==> config.mk <==
export PLATFORM = sky130hd
export DESIGN_NAME = fetch_sequencer
export DESIGN_NICKNAME = d
export VERILOG_FILES = /design/src/rtl/seq_pkg.sv /design/src/rtl/ret_stack.sv /design/src/rtl/fetch_sequencer.sv
export SDC_FILE = /design/constraint.sdc
export NUM_CORES = 1
export LEC_CHECK = 0
export CAP_MARGIN = 20
export CORE_MARGIN = 10
export CORE_UTILIZATION = 50
export CTS_CLUSTER_SIZE = 24
export DETAILED_ROUTE_END_ITERATION = 12
export PLACE_DENSITY_LB_ADDON = 0.1
export SYNTH_ARGS = -nofsm -noshare
export SYNTH_HDL_FRONTEND = slang
export SYNTH_HIERARCHICAL = 1
export SYNTH_SLANG_ARGS = --single-unit
==> constraint.sdc <==
create_clock -name CLK -period 3.86 [get_ports CLK]
set_clock_uncertainty 0.1 [all_clocks]
set_input_delay 0.386 -clock CLK [delete_from_list [all_inputs] [get_ports CLK]]
set_output_delay 0.386 -clock CLK [all_outputs]
set_load 0.03 [all_outputs]
==> src/rtl/seq_pkg.sv <==
`default_nettype none
// +----------------------------------------------------------------------------+
// | Module  : seq_pkg                                                          |
// | Desc    : Shared run-control state encoding and fault codes.               |
// | Rev     : 1.0  initial release                                             |
// +----------------------------------------------------------------------------+
package seq_pkg;

    typedef enum logic [1:0] {
        IDLE  = 2'd0,
        RUN   = 2'd1,
        STALL = 2'd2,
        DONE  = 2'd3
    } state_t;

    localparam logic [1:0] FLT_NONE = 2'b00;
    localparam logic [1:0] FLT_OVF  = 2'b01;
    localparam logic [1:0] FLT_UNF  = 2'b10;
    localparam logic [1:0] FLT_TMO  = 2'b11;

endpackage
`default_nettype wire

==> src/rtl/ret_stack.sv <==
`default_nettype none
// +----------------------------------------------------------------------------+
// | Module  : ret_stack                                                        |
// | Desc    : Return-address LIFO; push ignored when full, pop when empty.     |
// | Rev     : 1.0  initial release                                             |
// +----------------------------------------------------------------------------+
module ret_stack #(
    parameter int PC_W        = 10,
    parameter int STACK_DEPTH = 4
) (
    input  logic            CLK,
    input  logic            init,
    input  logic            clear,
    input  logic            push,
    input  logic            pop,
    input  logic [PC_W-1:0] din,
    output logic [PC_W-1:0] top,
    output logic            full,
    output logic            empty
);

    localparam int            c_aw   = $clog2(STACK_DEPTH);
    localparam logic [c_aw:0] c_full = (c_aw + 1)'(STACK_DEPTH);
    localparam logic [c_aw:0] c_one  = (c_aw + 1)'(1);

    logic [c_aw:0]     r_cnt;
    logic [PC_W-1:0]   r_mem [STACK_DEPTH];
    logic [c_aw-1:0]   w_top_idx;
    logic              w_do_push;
    logic              w_do_pop;

    assign full      = (r_cnt == c_full);
    assign empty     = (r_cnt == '0);
    assign w_do_push = push && !full && !clear;
    assign w_do_pop  = pop && !empty && !clear;
    assign w_top_idx = r_cnt[c_aw-1:0] - c_aw'(1);
    assign top       = r_mem[w_top_idx];

    always_ff @(posedge CLK or posedge init) begin
        if (init) begin
            r_cnt <= '0;
        end else if (clear) begin
            r_cnt <= '0;
        end else if (w_do_push) begin
            r_cnt <= r_cnt + c_one;
        end else if (w_do_pop) begin
            r_cnt <= r_cnt - c_one;
        end
    end

    // Storage needs no reset: an entry is only ever read below the fill pointer.
    always_ff @(posedge CLK) begin
        if (w_do_push) begin
            r_mem[r_cnt[c_aw-1:0]] <= din;
        end
    end

endmodule
`default_nettype wire

==> src/rtl/fetch_sequencer.sv <==
`default_nettype none
// +----------------------------------------------------------------------------+
// | Module  : fetch_sequencer                                                  |
// | Desc    : Run-control FSM driving the PC: start, stall, call/ret, halt.    |
// | Rev     : 1.0  initial release                                             |
// +----------------------------------------------------------------------------+
module fetch_sequencer
    import seq_pkg::*;
#(
    parameter int PC_W        = 10,
    parameter int STACK_DEPTH = 4,
    parameter int STALL_LIMIT = 255
) (
    input  logic            CLK,
    input  logic            init,
    input  logic            start,
    input  logic [PC_W-1:0] pc,
    input  logic            pc_halt,
    input  logic            dec_jump,
    input  logic            dec_branch,
    input  logic            cond_flag,
    input  logic            dec_call,
    input  logic            dec_ret,
    input  logic [PC_W-1:0] dec_target,
    input  logic            mem_busy,
    output logic            pc_init,
    output logic            pc_jump_en,
    output logic            pc_branch_en,
    output logic [PC_W-1:0] pc_dest,
    output logic            commit,
    output logic            running,
    output logic            done,
    output logic            fault,
    output logic [1:0]      fault_code
);

    localparam int              c_cw    = $clog2(STALL_LIMIT + 1);
    localparam logic [c_cw-1:0] c_limit = c_cw'(STALL_LIMIT);

    state_t          r_state;
    logic [c_cw-1:0] r_stall_cnt;
    logic            r_fault;
    logic [1:0]      r_fault_code;

    state_t          w_next;
    logic [c_cw-1:0] w_cnt_nxt;
    logic            w_cnt_clr, w_cnt_inc;
    logic            w_set_fault, w_clr_fault;
    logic [1:0]      w_new_code;
    logic            w_push, w_pop, w_stk_clear;
    logic [PC_W-1:0] w_stk_top;
    logic            w_stk_full, w_stk_empty;

    ret_stack #(
        .PC_W        (PC_W),
        .STACK_DEPTH (STACK_DEPTH)
    ) u_stack (
        .CLK   (CLK),
        .init  (init),
        .clear (w_stk_clear),
        .push  (w_push),
        .pop   (w_pop),
        .din   (pc + PC_W'(1)),
        .top   (w_stk_top),
        .full  (w_stk_full),
        .empty (w_stk_empty)
    );

    assign w_cnt_nxt  = (r_stall_cnt == '1) ? r_stall_cnt : r_stall_cnt + c_cw'(1);
    assign running    = (r_state == RUN) || (r_state == STALL);
    assign done       = (r_state == DONE);
    assign fault      = r_fault;
    assign fault_code = r_fault_code;

    always_comb begin
        pc_init      = 1'b0;
        pc_jump_en   = 1'b0;
        pc_branch_en = 1'b0;
        pc_dest      = '0;
        commit       = 1'b0;
        w_next       = r_state;
        w_cnt_clr    = 1'b0;
        w_cnt_inc    = 1'b0;
        w_set_fault  = 1'b0;
        w_clr_fault  = 1'b0;
        w_new_code   = FLT_NONE;
        w_push       = 1'b0;
        w_pop        = 1'b0;
        w_stk_clear  = 1'b0;
        unique case (r_state)
            IDLE: begin
                pc_init = 1'b1;
                if (start) w_next = RUN;
            end
            RUN, STALL: begin
                if (pc_halt) begin
                    pc_jump_en = 1'b1;
                    pc_dest    = pc;
                    w_next     = DONE;
                end else if (mem_busy) begin
                    pc_jump_en = 1'b1;
                    pc_dest    = pc;
                    if (r_state == RUN) begin
                        w_cnt_clr = 1'b1;
                        w_next    = STALL;
                    end else begin
                        w_cnt_inc = 1'b1;
                        if (w_cnt_nxt == c_limit) begin
                            w_set_fault = 1'b1;
                            w_new_code  = FLT_TMO;
                            w_next      = DONE;
                        end
                    end
                end else begin
                    commit = 1'b1;
                    w_next = RUN;
                    // A faulting call/ret does not retire: PC frozen, no writes.
                    if (dec_ret) begin
                        pc_jump_en = 1'b1;
                        if (w_stk_empty) begin
                            commit      = 1'b0;
                            pc_dest     = pc;
                            w_set_fault = 1'b1;
                            w_new_code  = FLT_UNF;
                            w_next      = DONE;
                        end else begin
                            w_pop   = 1'b1;
                            pc_dest = w_stk_top;
                        end
                    end else if (dec_call) begin
                        pc_jump_en = 1'b1;
                        if (w_stk_full) begin
                            commit      = 1'b0;
                            pc_dest     = pc;
                            w_set_fault = 1'b1;
                            w_new_code  = FLT_OVF;
                            w_next      = DONE;
                        end else begin
                            w_push  = 1'b1;
                            pc_dest = dec_target;
                        end
                    end else if (dec_jump) begin
                        pc_jump_en = 1'b1;
                        pc_dest    = dec_target;
                    end else if (dec_branch && cond_flag) begin
                        pc_branch_en = 1'b1;
                    end
                end
            end
            DONE: begin
                if (start) begin
                    pc_init     = 1'b1;
                    w_clr_fault = 1'b1;
                    w_stk_clear = 1'b1;
                    w_next      = RUN;
                end else begin
                    pc_jump_en = 1'b1;
                    pc_dest    = pc;
                end
            end
            default: w_next = IDLE;
        endcase
    end

    always_ff @(posedge CLK or posedge init) begin
        if (init) begin
            r_state      <= IDLE;
            r_stall_cnt  <= '0;
            r_fault      <= 1'b0;
            r_fault_code <= FLT_NONE;
        end else begin
            r_state <= w_next;
            if (w_cnt_clr) begin
                r_stall_cnt <= '0;
            end else if (w_cnt_inc) begin
                r_stall_cnt <= w_cnt_nxt;
            end
            if (w_clr_fault) begin
                r_fault      <= 1'b0;
                r_fault_code <= FLT_NONE;
            end else if (w_set_fault) begin
                r_fault      <= 1'b1;
                r_fault_code <= w_new_code;
            end
        end
    end

endmodule
`default_nettype wire

Word level (Yosys, flattened, before mapping)

Memories as Yosys holds them, arrays and structs flattened.
Index checks and enable logic that the tools add are counted.

Memories kept: 1
RAM bits: 40
Bits in registers: 16

Memories:

| memory        | words | bits a word | rd ports | clocked after Yosys merged registers in | write ports | line            | source |
|---|---|---|---|---|---|---|---|
| u_stack.r_mem | 4     | 10          | 1        | 0                                       | 1           | ret_stack.sv:27 | `logic [PC_W-1:0] r_mem [STACK_DEPTH];` |

Reduce and logical (&&, ||, !) cells: 17
Mux-type cells: 90
Eq/ne operators: 8
Add/subtract/negate cells: 5

Operators by type and width:

| kind                                                               | count |
|---|---|
| 10-bit 2-to-1 mux                                                  | 8 |
| 1-bit 2-to-1 mux                                                   | 54 |
| 2-bit 2-to-1 mux                                                   | 18 |
| 8-bit 2-to-1 mux                                                   | 3 |
| 10-bit one-hot mux with 2 select lines                             | 1 |
| 8-bit == test, second input constant                               | 2 |
| 10-bit by 1-bit adder with 10-bit output, second input constant    | 1 |
| 3-bit 2-to-1 mux                                                   | 3 |
| 8-bit by 1-bit adder with 8-bit output, second input constant      | 1 |
| 1-bit logical AND                                                  | 5 |
| 5-bit != test, second input constant                               | 1 |
| 2-bit == test, second input constant                               | 2 |
| 1-bit one-hot mux with 2 select lines                              | 2 |
| 2-bit one-hot mux with 2 select lines                              | 1 |
| 2-bit nonzero test                                                 | 2 |
| 2-bit OR reduction                                                 | 2 |
| 3-bit by 1-bit adder with 3-bit output, second input constant      | 1 |
| 3-bit == test, second input constant                               | 1 |
| 1-bit logical NOT                                                  | 3 |
| 3-bit logical NOT                                                  | 1 |
| 3-bit nonzero test                                                 | 1 |
| 3-bit by 1-bit subtractor with 3-bit output, second input constant | 1 |
| 2-bit by 1-bit == test with 1-bit output, second input constant    | 1 |
| 2-bit logical NOT                                                  | 1 |
| 4 further kinds                                                    | 4 |

Longest topological paths before layout

Depth in word-level cells: 11
Depth in mapped cells: 12

Hierarchy

The synthesis kept the hierarchy.

By module, submodules not included:

| module          | instances | cells each | area each (sq um) | seq. area each (sq um) |
|---|---|---|---|---|
| ret_stack       | 1         | 90         | 1750.4            | 1276.2 |
| fetch_sequencer | 1         | 177        | 1368.8            | 325.3 |

Least setup slack after synthesis

No wires, ideal clock.

Path kind: reg2reg
Start: register u_stack.r_cnt[0]
End: register u_stack.r_cnt[2]
Arrival time: 3.203 ns
Required time: 3.632 ns
Cell stages (with the launch flop): 13
Period minus slack after synthesis: 3.431 ns
Setup slack: 0.429 ns
Cell sequence: dfrtp_1 > buf_2 > inv_1 > ha_1 > nand2_2 > inv_1 > nor4b_1 > and3_1 > xnor2_1 > ha_1 > a311o_1 > a211oi_2 > mux2_1

Longest elaborated chain between the ends: 11
Elaborated cells between the ends (all ways): 25
Classes of those cells: 2 x add/sub; 1 x eq/ne; 14 x mux; 8 x reduce/logical

RTL lines:

| what                                | line                   | source |
|---|---|---|
| start, declared                     | ret_stack.sv:26        | `logic [c_aw:0] r_cnt;` |
| start signal, assigned              | ret_stack.sv:45        | `r_cnt <= r_cnt + c_one;` |
| start signal, assigned              | ret_stack.sv:47        | `r_cnt <= r_cnt - c_one;` |
| 3-bit == test (*)                   | ret_stack.sv:32        | `assign full = (r_cnt == c_full);` |
| net w_stk_full                      | fetch_sequencer.sv:52  | `logic w_stk_full, w_stk_empty;` |
| 1-bit 2-to-1 mux (*)                | fetch_sequencer.sv:132 | `if (w_stk_full) begin` |
| 1-bit 2-to-1 mux (*)                | fetch_sequencer.sv:130 | `end else if (dec_call) begin` |
| 1-bit 2-to-1 mux (*)                | fetch_sequencer.sv:118 | `if (dec_ret) begin` |
| 1-bit 2-to-1 mux (*)                | fetch_sequencer.sv:100 | `end else if (mem_busy) begin` |
| 1-bit 2-to-1 mux (*)                | fetch_sequencer.sv:96  | `if (pc_halt) begin` |
| 1-bit 2-to-1 mux (*)                | fetch_sequencer.sv:90  | `unique case (r_state)` |
| net w_push                          | fetch_sequencer.sv:50  | `logic w_push, w_pop, w_stk_clear;` |
| 1-bit logical AND (*) (2 in series) | ret_stack.sv:34        | `assign w_do_push = push && !full && !clear;` |
| 3-bit 2-to-1 mux                    | ret_stack.sv:44        | `end else if (w_do_push) begin` |
| 3-bit 2-to-1 mux                    | ret_stack.sv:42        | `end else if (clear) begin` |

The timed path passes the listed nets; every way through them passes the cells marked *. The select of a mux whose other input is x is not followed.
A chain may end at the register's enable or synchronous reset.

Worst setup path in the final report

Start: register u_stack.r_cnt[1]
End: output pc_dest[4]

Longest elaborated chain between the ends: 7
Elaborated cells between the ends (all ways): 11
Classes of those cells: 1 x add/sub; 1 x eq/ne; 7 x mux; 1 x reduce/logical; 1 x memory

RTL lines:

| what                                   | line                   | source |
|---|---|---|
| 3-bit == test                          | ret_stack.sv:32        |  |
| net w_stk_full                         | fetch_sequencer.sv:52  |  |
| 10-bit 2-to-1 mux                      | fetch_sequencer.sv:132 |  |
| 10-bit 2-to-1 mux                      | fetch_sequencer.sv:130 |  |
| 10-bit 2-to-1 mux                      | fetch_sequencer.sv:118 |  |
| 10-bit 2-to-1 mux                      | fetch_sequencer.sv:100 |  |
| 10-bit 2-to-1 mux                      | fetch_sequencer.sv:96  |  |
| 10-bit one-hot mux with 2 select lines | fetch_sequencer.sv:90  |  |
| end, declared                          | fetch_sequencer.sv:29  | `output logic [PC_W-1:0] pc_dest,` |

The timed path passes the listed nets, and every way through them passes these cells.

==> results.sh <==
export IMPL_grt_pass1_vias=2405
export IMPL_antenna_found_initial=0
export IMPL_max_cap_viol_count=0
export IMPL_final_layout_size_suffix_gt1_share_pct=12.7
export IMPL_coreArea_um2=5990
export IMPL_grt_setup_unrepaired="false"
export IMPL_crit_required_ns=3.37
export IMPL_post_cts_buffers=0
export IMPL_min_path_type="in2async"
export IMPL_ys_ff_latch=56
export IMPL_switching_share_pct=43.2
export IMPL_die_h_um=99.0
export IMPL_critPathLaunchType="flop"
export IMPL_rows=28
export IMPL_yosysWarnings=6
export IMPL_postCtsResizedCells=0
export IMPL_cts_buffers=5
export IMPL_drt_first_pass_iters=5
export IMPL_netlist_area_um2=3120
export IMPL_grt_max_degree=21
export IMPL_yosysSeqAreaShare_pct=51.3
export IMPL_power_share_clock_pct=14.7
export IMPL_power_density_nw_per_um2=640
export IMPL_place_congestion=0.835
export IMPL_cp_slowest_stage_delay_ns=0.47
export IMPL_slew_violations=0
export IMPL_fin_crit_ns=3.36
export IMPL_port_buffers=48
export IMPL_total_leakage_power_nw=1.39
export IMPL_via_per_inst=5.99
export IMPL_routed_wl_mm=7.42
export IMPL_die_area_um2=9800
export IMPL_clk_pin_slew_ns=0.11
export IMPL_finalPower_mw=2.39
export IMPL_fin_nets=355
export IMPL_register_area_um2=1600
export IMPL_synthCells=267
export IMPL_slew_headroom_pct=42.3
export IMPL_hold_buffers=0
export IMPL_drtIter0Drc=160
export IMPL_die_x_um=99.0
export IMPL_clock_path_buffers=2
export IMPL_path_buf_inv=3
export IMPL_power_frac_comb_pct=53.4
export IMPL_multi_input_area_um2=1410
export IMPL_initial_core_util_pct=52.1
export IMPL_crit_fanout=9
export IMPL_cts_tree="done"
export IMPL_syn_to_final_growth_pct=19.8
export IMPL_diodes=0
export IMPL_regToRegSetupSlack_ns=0.60
export IMPL_pin_count=49
export IMPL_grt_pass1_wl_mm=12.3
export IMPL_nFillCells=477
export IMPL_drc=0
export IMPL_yosys_cell_types_count=54
export IMPL_synthFlopType="edfxtp_1"
export IMPL_grt_overflow_total=0
export IMPL_arrival_ns=2.87
export IMPL_crit_family="simple AND/OR/NAND/NOR gates"
export IMPL_wl_per_cell_um=19.0
export IMPL_outcome="finished, final reports clean"
export IMPL_syn_area_per_cell_um2=11.7
export IMPL_critical_path_slowest_cell="dfrtp_1"
export IMPL_p_int_mw=1.36
export IMPL_cts_max_level=2
export IMPL_dp_hpwl_mm=5.52
export IMPL_finalHoldViolCount=0
export IMPL_cts_sinks=56
export IMPL_holdWs_ns=0.149
export IMPL_path_common_cell="inv_1"
export IMPL_p_switching_mw=1.03
export IMPL_power_frac_seq_pct=31.9
export IMPL_peakVddDrop_mv=0.466
export IMPL_crit_path_cell_trace="inv_1 > ha_1 > nand2_2 > inv_1 > nand2_1 > o21ai_0 > nand3b_1 > a222oi_1 > nor3_1 > buf_4"
export IMPL_clk_root_buffer_cell="clkbuf_8"
export IMPL_ys_async_sr_fraction_pct=28.6
export IMPL_syn_num_nets=307
export IMPL_setup_viol=0
export IMPL_crit_type="reg2out"
export IMPL_end_kind="primary output"
export IMPL_setup_tns_ns=0
export IMPL_tightest_slew_ns=0.862
export IMPL_max_freq_ghz=0.298
export IMPL_clock_latency_ns=0.32
export IMPL_ant_nets=0
export IMPL_routed_via_count=2343
export IMPL_period_share_pct=87.0
export IMPL_grt_util_all_layers_pct=15.4
export IMPL_synth_edf_count=40
-- worst reg2reg max path: stages (launching register included) --
cell and delay (ns):
dfrtp_1 0.41, inv_1 0.08, ha_1 0.46, nand2_1 0.17
nor4b_1 0.31, buf_4 0.19, and3_1 0.24, xnor2_1 0.10
ha_1 0.22, a311o_1 0.33, a211oi_2 0.20, mux2_1 0.34
-- metal layers --
metal  GRT usage [%]  wire length (um)  vias to the layer above
li1                -                 -                     1124
met2            26.7              3880                       59
met3            3.00               361                        5
met4            3.86                46                        0
met5               0                 0                        -
met1            19.1              3130                     1155
-- synth_stat cells (all sizes together) (7+ instances only) --
cell type  instances  share of area [%]
ha                10                4.0
and3               7                1.4
a21oi             19                3.0
nor2              24                2.9
a222oi             8                2.6
clkbuf             8               0.96
mux4              10                7.2
nand2             10                1.3
dfrtp             16                 13
o21ai              9                1.4
xnor2              8                2.2
nand3             12                1.9
edfxtp            40                 39
nor3              11                1.8
inv               13                1.6
-- final timing paths --
| path | from | endpoint | depth (start not counted) |
|---|---|---|---|
| worst max-delay path | u_stack/r_cnt[1]$_DFFE_PP0P_ | pc_dest[4] | 10 |
| worst min-delay path | init | u_stack/r_cnt[2]$_DFFE_PP0P_ | 2 |
| worst max register to register | r_state[0]$_DFFE_PP0P_ | u_stack/r_cnt[2]$_DFFE_PP0P_ | 11 |
| worst min register to register | fault_code[1]$_DFFE_PP0P_ | fault_code[1]$_DFFE_PP0P_ | 1 |
| max in group asynchronous | init | r_state[1]$_DFFE_PP0P_ | 2 |
| min in group CLK | fault_code[1]$_DFFE_PP0P_ | fault_code[1]$_DFFE_PP0P_ | 1 |
-- cell families after synthesis --
group,share of synthesized area (%)
AOI/OAI and AO/OA,15.9
buffers and inverters,3.45
DFF,51.3
and+or+nand+nor,14.8
muxes,7.90
adders and majority gates,4.01
xor gates and xnor gates,2.53
-- per-stage QoR --
stage	cells	worst slack (ns)	utilization [%]	area, um2
after floorplan	267	0.429	-	3120
final	391	0.503	62.4	3740
after global routing	391	0.229	62.4	3740
after detailed placement	383	0.467	60.8	3640
after global placement	383	0.601	60.8	3640
after CTS	391	0.549	62.4	3740
-- placed cells by master, fill, tap and decap left out, drive strengths merged, types with 5 or more instances in the layout --
cell           netlist  layout
nand2               10      10
a222oi               8       8
a21oi               19      19
o21ai                9       9
mux4                10      10
nor2                24      24
dfrtp               16      16
ha                  10      10
clkbuf               8       5
buf                  3      14
xnor2                8       8
nand2b               5       5
inv                 13      16
nor3                11      11
nand3               12      12
clkdlybuf4s50        0      38
edfxtp              40      40
a31oi                6       6
and3                 7       7
and2                 5       5
-- cell type report --
type	count	share of cell area [%]
clock inverter	3	0.770
sequential	56	42.9
tap	75	2.51
inverter	13	1.31
timing repair buffer	52	13.0
multi-input combinational	187	37.7
clock buffer	5	1.84
-- flip-flops by register name, indices dropped and copies added, names as in the netlist --
signal,cells
u_stack/r_mem,40
r_stall_cnt,8
u_stack/r_cnt,3
fault_code,2
r_state,2
fault,1
-- power groups by stage --
| stage | logic (mW) | clock network [mW] | registers (mW) |
|---|---|---|---|
| global placement | 1.27 | 0 | 0.770 |
| CTS | 1.29 | 0.357 | 0.761 |
| global route | 1.40 | 0.379 | 0.770 |
| detailed placement | 1.28 | 0 | 0.775 |
| floorplan | 0.875 | 0 | 0.794 |
| finish | 1.28 | 0.352 | 0.762 |
No activity file was read; power rests on OpenSTA's default activity.
==> RTL edit (same settings) <==
Encoding of `state_t`: now Gray code (2 bits for 4 states).
--- a/src/rtl/seq_pkg.sv
+++ b/src/rtl/seq_pkg.sv
@@ -7,10 +7,10 @@
 package seq_pkg;
 
     typedef enum logic [1:0] {
-        IDLE  = 2'd0,
-        RUN   = 2'd1,
-        STALL = 2'd2,
-        DONE  = 2'd3
+        IDLE  = 2'b00,
+        RUN   = 2'b01,
+        STALL = 2'b11,
+        DONE  = 2'b10
     } state_t;
 
     localparam logic [1:0] FLT_NONE = 2'b00;
Check against the original RTL: same outputs for any inputs over 4 cycles, from zero or initial values; so few cycles prove little.
==> RTL edit against the original RTL <==
  * Setup slack got worse by 0.22 ns
  * Power fell by 4.5%
  * Wire length rose by 2.9%
  * Design area rose by 1.4%
  * Fmax fell by 6.2%
  * Count of clock-buffer cells in the layout did not move
  * Sequential cell count did not move
  * Area after synthesis rose by 1.7%
  * Critical path type unchanged
==> RTL edit: results (changes against the original RTL) <==
\begin{tabular}{lr}
\hline
Metric & Value \\
\hline
\multicolumn{2}{l}{\textbf{Run status}} \\
\quad Status & complete, no violations (unchanged) \\
\multicolumn{2}{l}{\textbf{Placement}} \\
\quad Cell Area, Placed & 3699 µm² (was 3640 µm²) \\
\quad Detailed-placement wirelength estimate & 5560 µm (was 5524 µm) \\
\quad Placed Cells & 382 (was 383) \\
\quad Global placement routability congestion & 0.8109 (was 0.8354) \\
\multicolumn{2}{l}{\textbf{Drt}} \\
\quad Number of search-and-repair iterations in the first detailed-routing pass & 4 (was 5) \\
\quad Via count & 2337 (was 2343) \\
\quad Final routed wire length divided by cell count & 19.57 µm (was 18.97 µm) \\
\quad DRC violation total after the first TritonRoute iteration & 142 (was 160) \\
\multicolumn{2}{l}{\textbf{Yosys}} \\
\quad Netlist cell types & 52 (was 54) \\
\quad Share of the yosys chip area belonging to registers & 50.49\% (was 51.34\%) \\
\quad Ranking of synthesized cells by instance count & edfxtp\_1 (40), a21oi\_1 (16), dfrtp\_1 (16), inv\_1 (16), nand3\_1 (15) (was edfxtp\_1 (40), nor2\_1 (24), a21oi\_1 (19)) \\
\quad Net count after synthesis & 303 (was 307) \\
\quad Average instance area after synthesis & 11.92 µm² (was 11.68 µm²) \\
\quad Top cells by area in the synthesized netlist & edfxtp\_1 (38\%), dfrtp\_1 (13\%), mux4\_2 (7.1\%) (was edfxtp\_1 (39\%), dfrtp\_1 (13\%), mux4\_2 (7.2\%)) \\
\multicolumn{2}{l}{\textbf{Pwr}} \\
\quad Leak Pwr & 1.431 nW (was 1.395 nW) \\
\quad Worst vdd rail ir drop & 0.3206 mV (was 0.4664 mV) \\
\multicolumn{2}{l}{\textbf{Global route}} \\
\quad Pin count of the biggest net entering global routing & 19 (was 21) \\
\quad First-pass GRT wire length & 12650 µm (was 12340 µm) \\
\quad Via count of the first global-routing pass & 2429 (was 2405) \\
\quad Overall fraction of global-route tracks in use & 15.66\% (was 15.40\%) \\
\multicolumn{2}{l}{\textbf{Cells and area}} \\
\quad Fillcell total & 474 (was 477) \\
\quad Fraction of layout instances using a drive strength above 1 & 12.38\% (was 12.66\%) \\
\quad Layout net count & 351 (was 355) \\
\quad Number of standard cells in the layout, taps in and fillers out & 390 (was 391) \\
\multicolumn{2}{l}{\textbf{Worst setup path}} \\
\quad Worst-path fanout max & 11 (was 9) \\
\quad CP Data Arrival Time & 3.09 ns (was 2.87 ns) \\
\multicolumn{2}{l}{\textbf{Timing}} \\
\quad Least-Margin Pin Slew & 0.5924 ns (was 0.8618 ns) \\
\hline
\end{tabular}
[RTL edit: power by group]
| group | switching (W) | internal (W) | leakage [nW] | total, W |
|---|---|---|---|---|
| logic | 0.000639 | 0.000529 | 0.817 | 0.00117 |
| clock network | 0.000198 | 0.000131 | 0.0485 | 0.000328 |
| registers | 0.0000799 | 0.000707 | 0.566 | 0.000787 |
[RTL edit: through the flow]
stage          setup WS, ns  utilization (%)  hold WS [ns]
6_report             0.2819            62.89        0.1728
5_1_grt              0.1237            62.89        0.2050
4_1_cts              0.2830            62.89        0.1703
3_5_place_dp         0.6038            61.38        0.3957
3_3_place_gp         0.6071            61.38        0.3836
2_1_floorplan        0.4307                -       0.03964
[RTL edit: metal layers]
metal  vias up  routed length [µm]  track usage, %
met4         0                  74           5.072
met1      1121                3246           20.07
met2        93                3741           25.65
met5         -                   0               0
li1       1114                   -               -
met3         9                 569           3.391
[RTL edit: logic make-up after synthesis]
group	after synthesis	share of synthesized area (%)
buffers and inverters	32	5.523
adders and majority gates	7	2.761
xor gates and xnor gates	9	2.485
DFF	56	50.49
muxes	13	8.245
and+or+nand+nor	74	12.70
AOI/OAI and AO/OA	75	17.79
[RTL edit: layout make-up]
cell class              instances  area share [%]
flip-flops and latches         56           42.26
multi-input cells             178           36.81
repair buffers                 57           14.46
well taps                      75           2.476
clock buffers                   5           1.816
inverters                      16           1.585
clock inverters                 3          0.5943
[RTL edit: worst max-delay path: stages, from the launching register on]
cell and delay (ns):
dfrtp_1 0.47, inv_1 0.09, ha_1 0.23, nand2b_1 0.12, inv_1 0.10, a21oi_1 0.24
o21a_1 0.27, a21oi_1 0.09, buf_4 0.20, a21o_1 0.16, a32o_1 0.20, clkdlybuf4s50_1 0.60
[RTL edit: worst paths after layout]
path	start	endpoint	slack [ns]	depth (start not counted)
setup / recovery	u_stack/r_cnt[1]$_DFFE_PP0P_	pc_dest[4]	0.28	11
hold reg to reg	fault$_DFFE_PP0P_	fault$_DFFE_PP0P_	0.42	2
min in group CLK	fault$_DFFE_PP0P_	fault$_DFFE_PP0P_	0.42	2
hold / removal	init	u_stack/r_cnt[0]$_DFFE_PP0P_	0.17	2
setup reg to reg	u_stack/r_cnt[1]$_DFFE_PP0P_	u_stack/r_cnt[2]$_DFFE_PP0P_	0.73	12
max in group asynchronous	init	r_state[1]$_DFFE_PP0P_	2.98	2
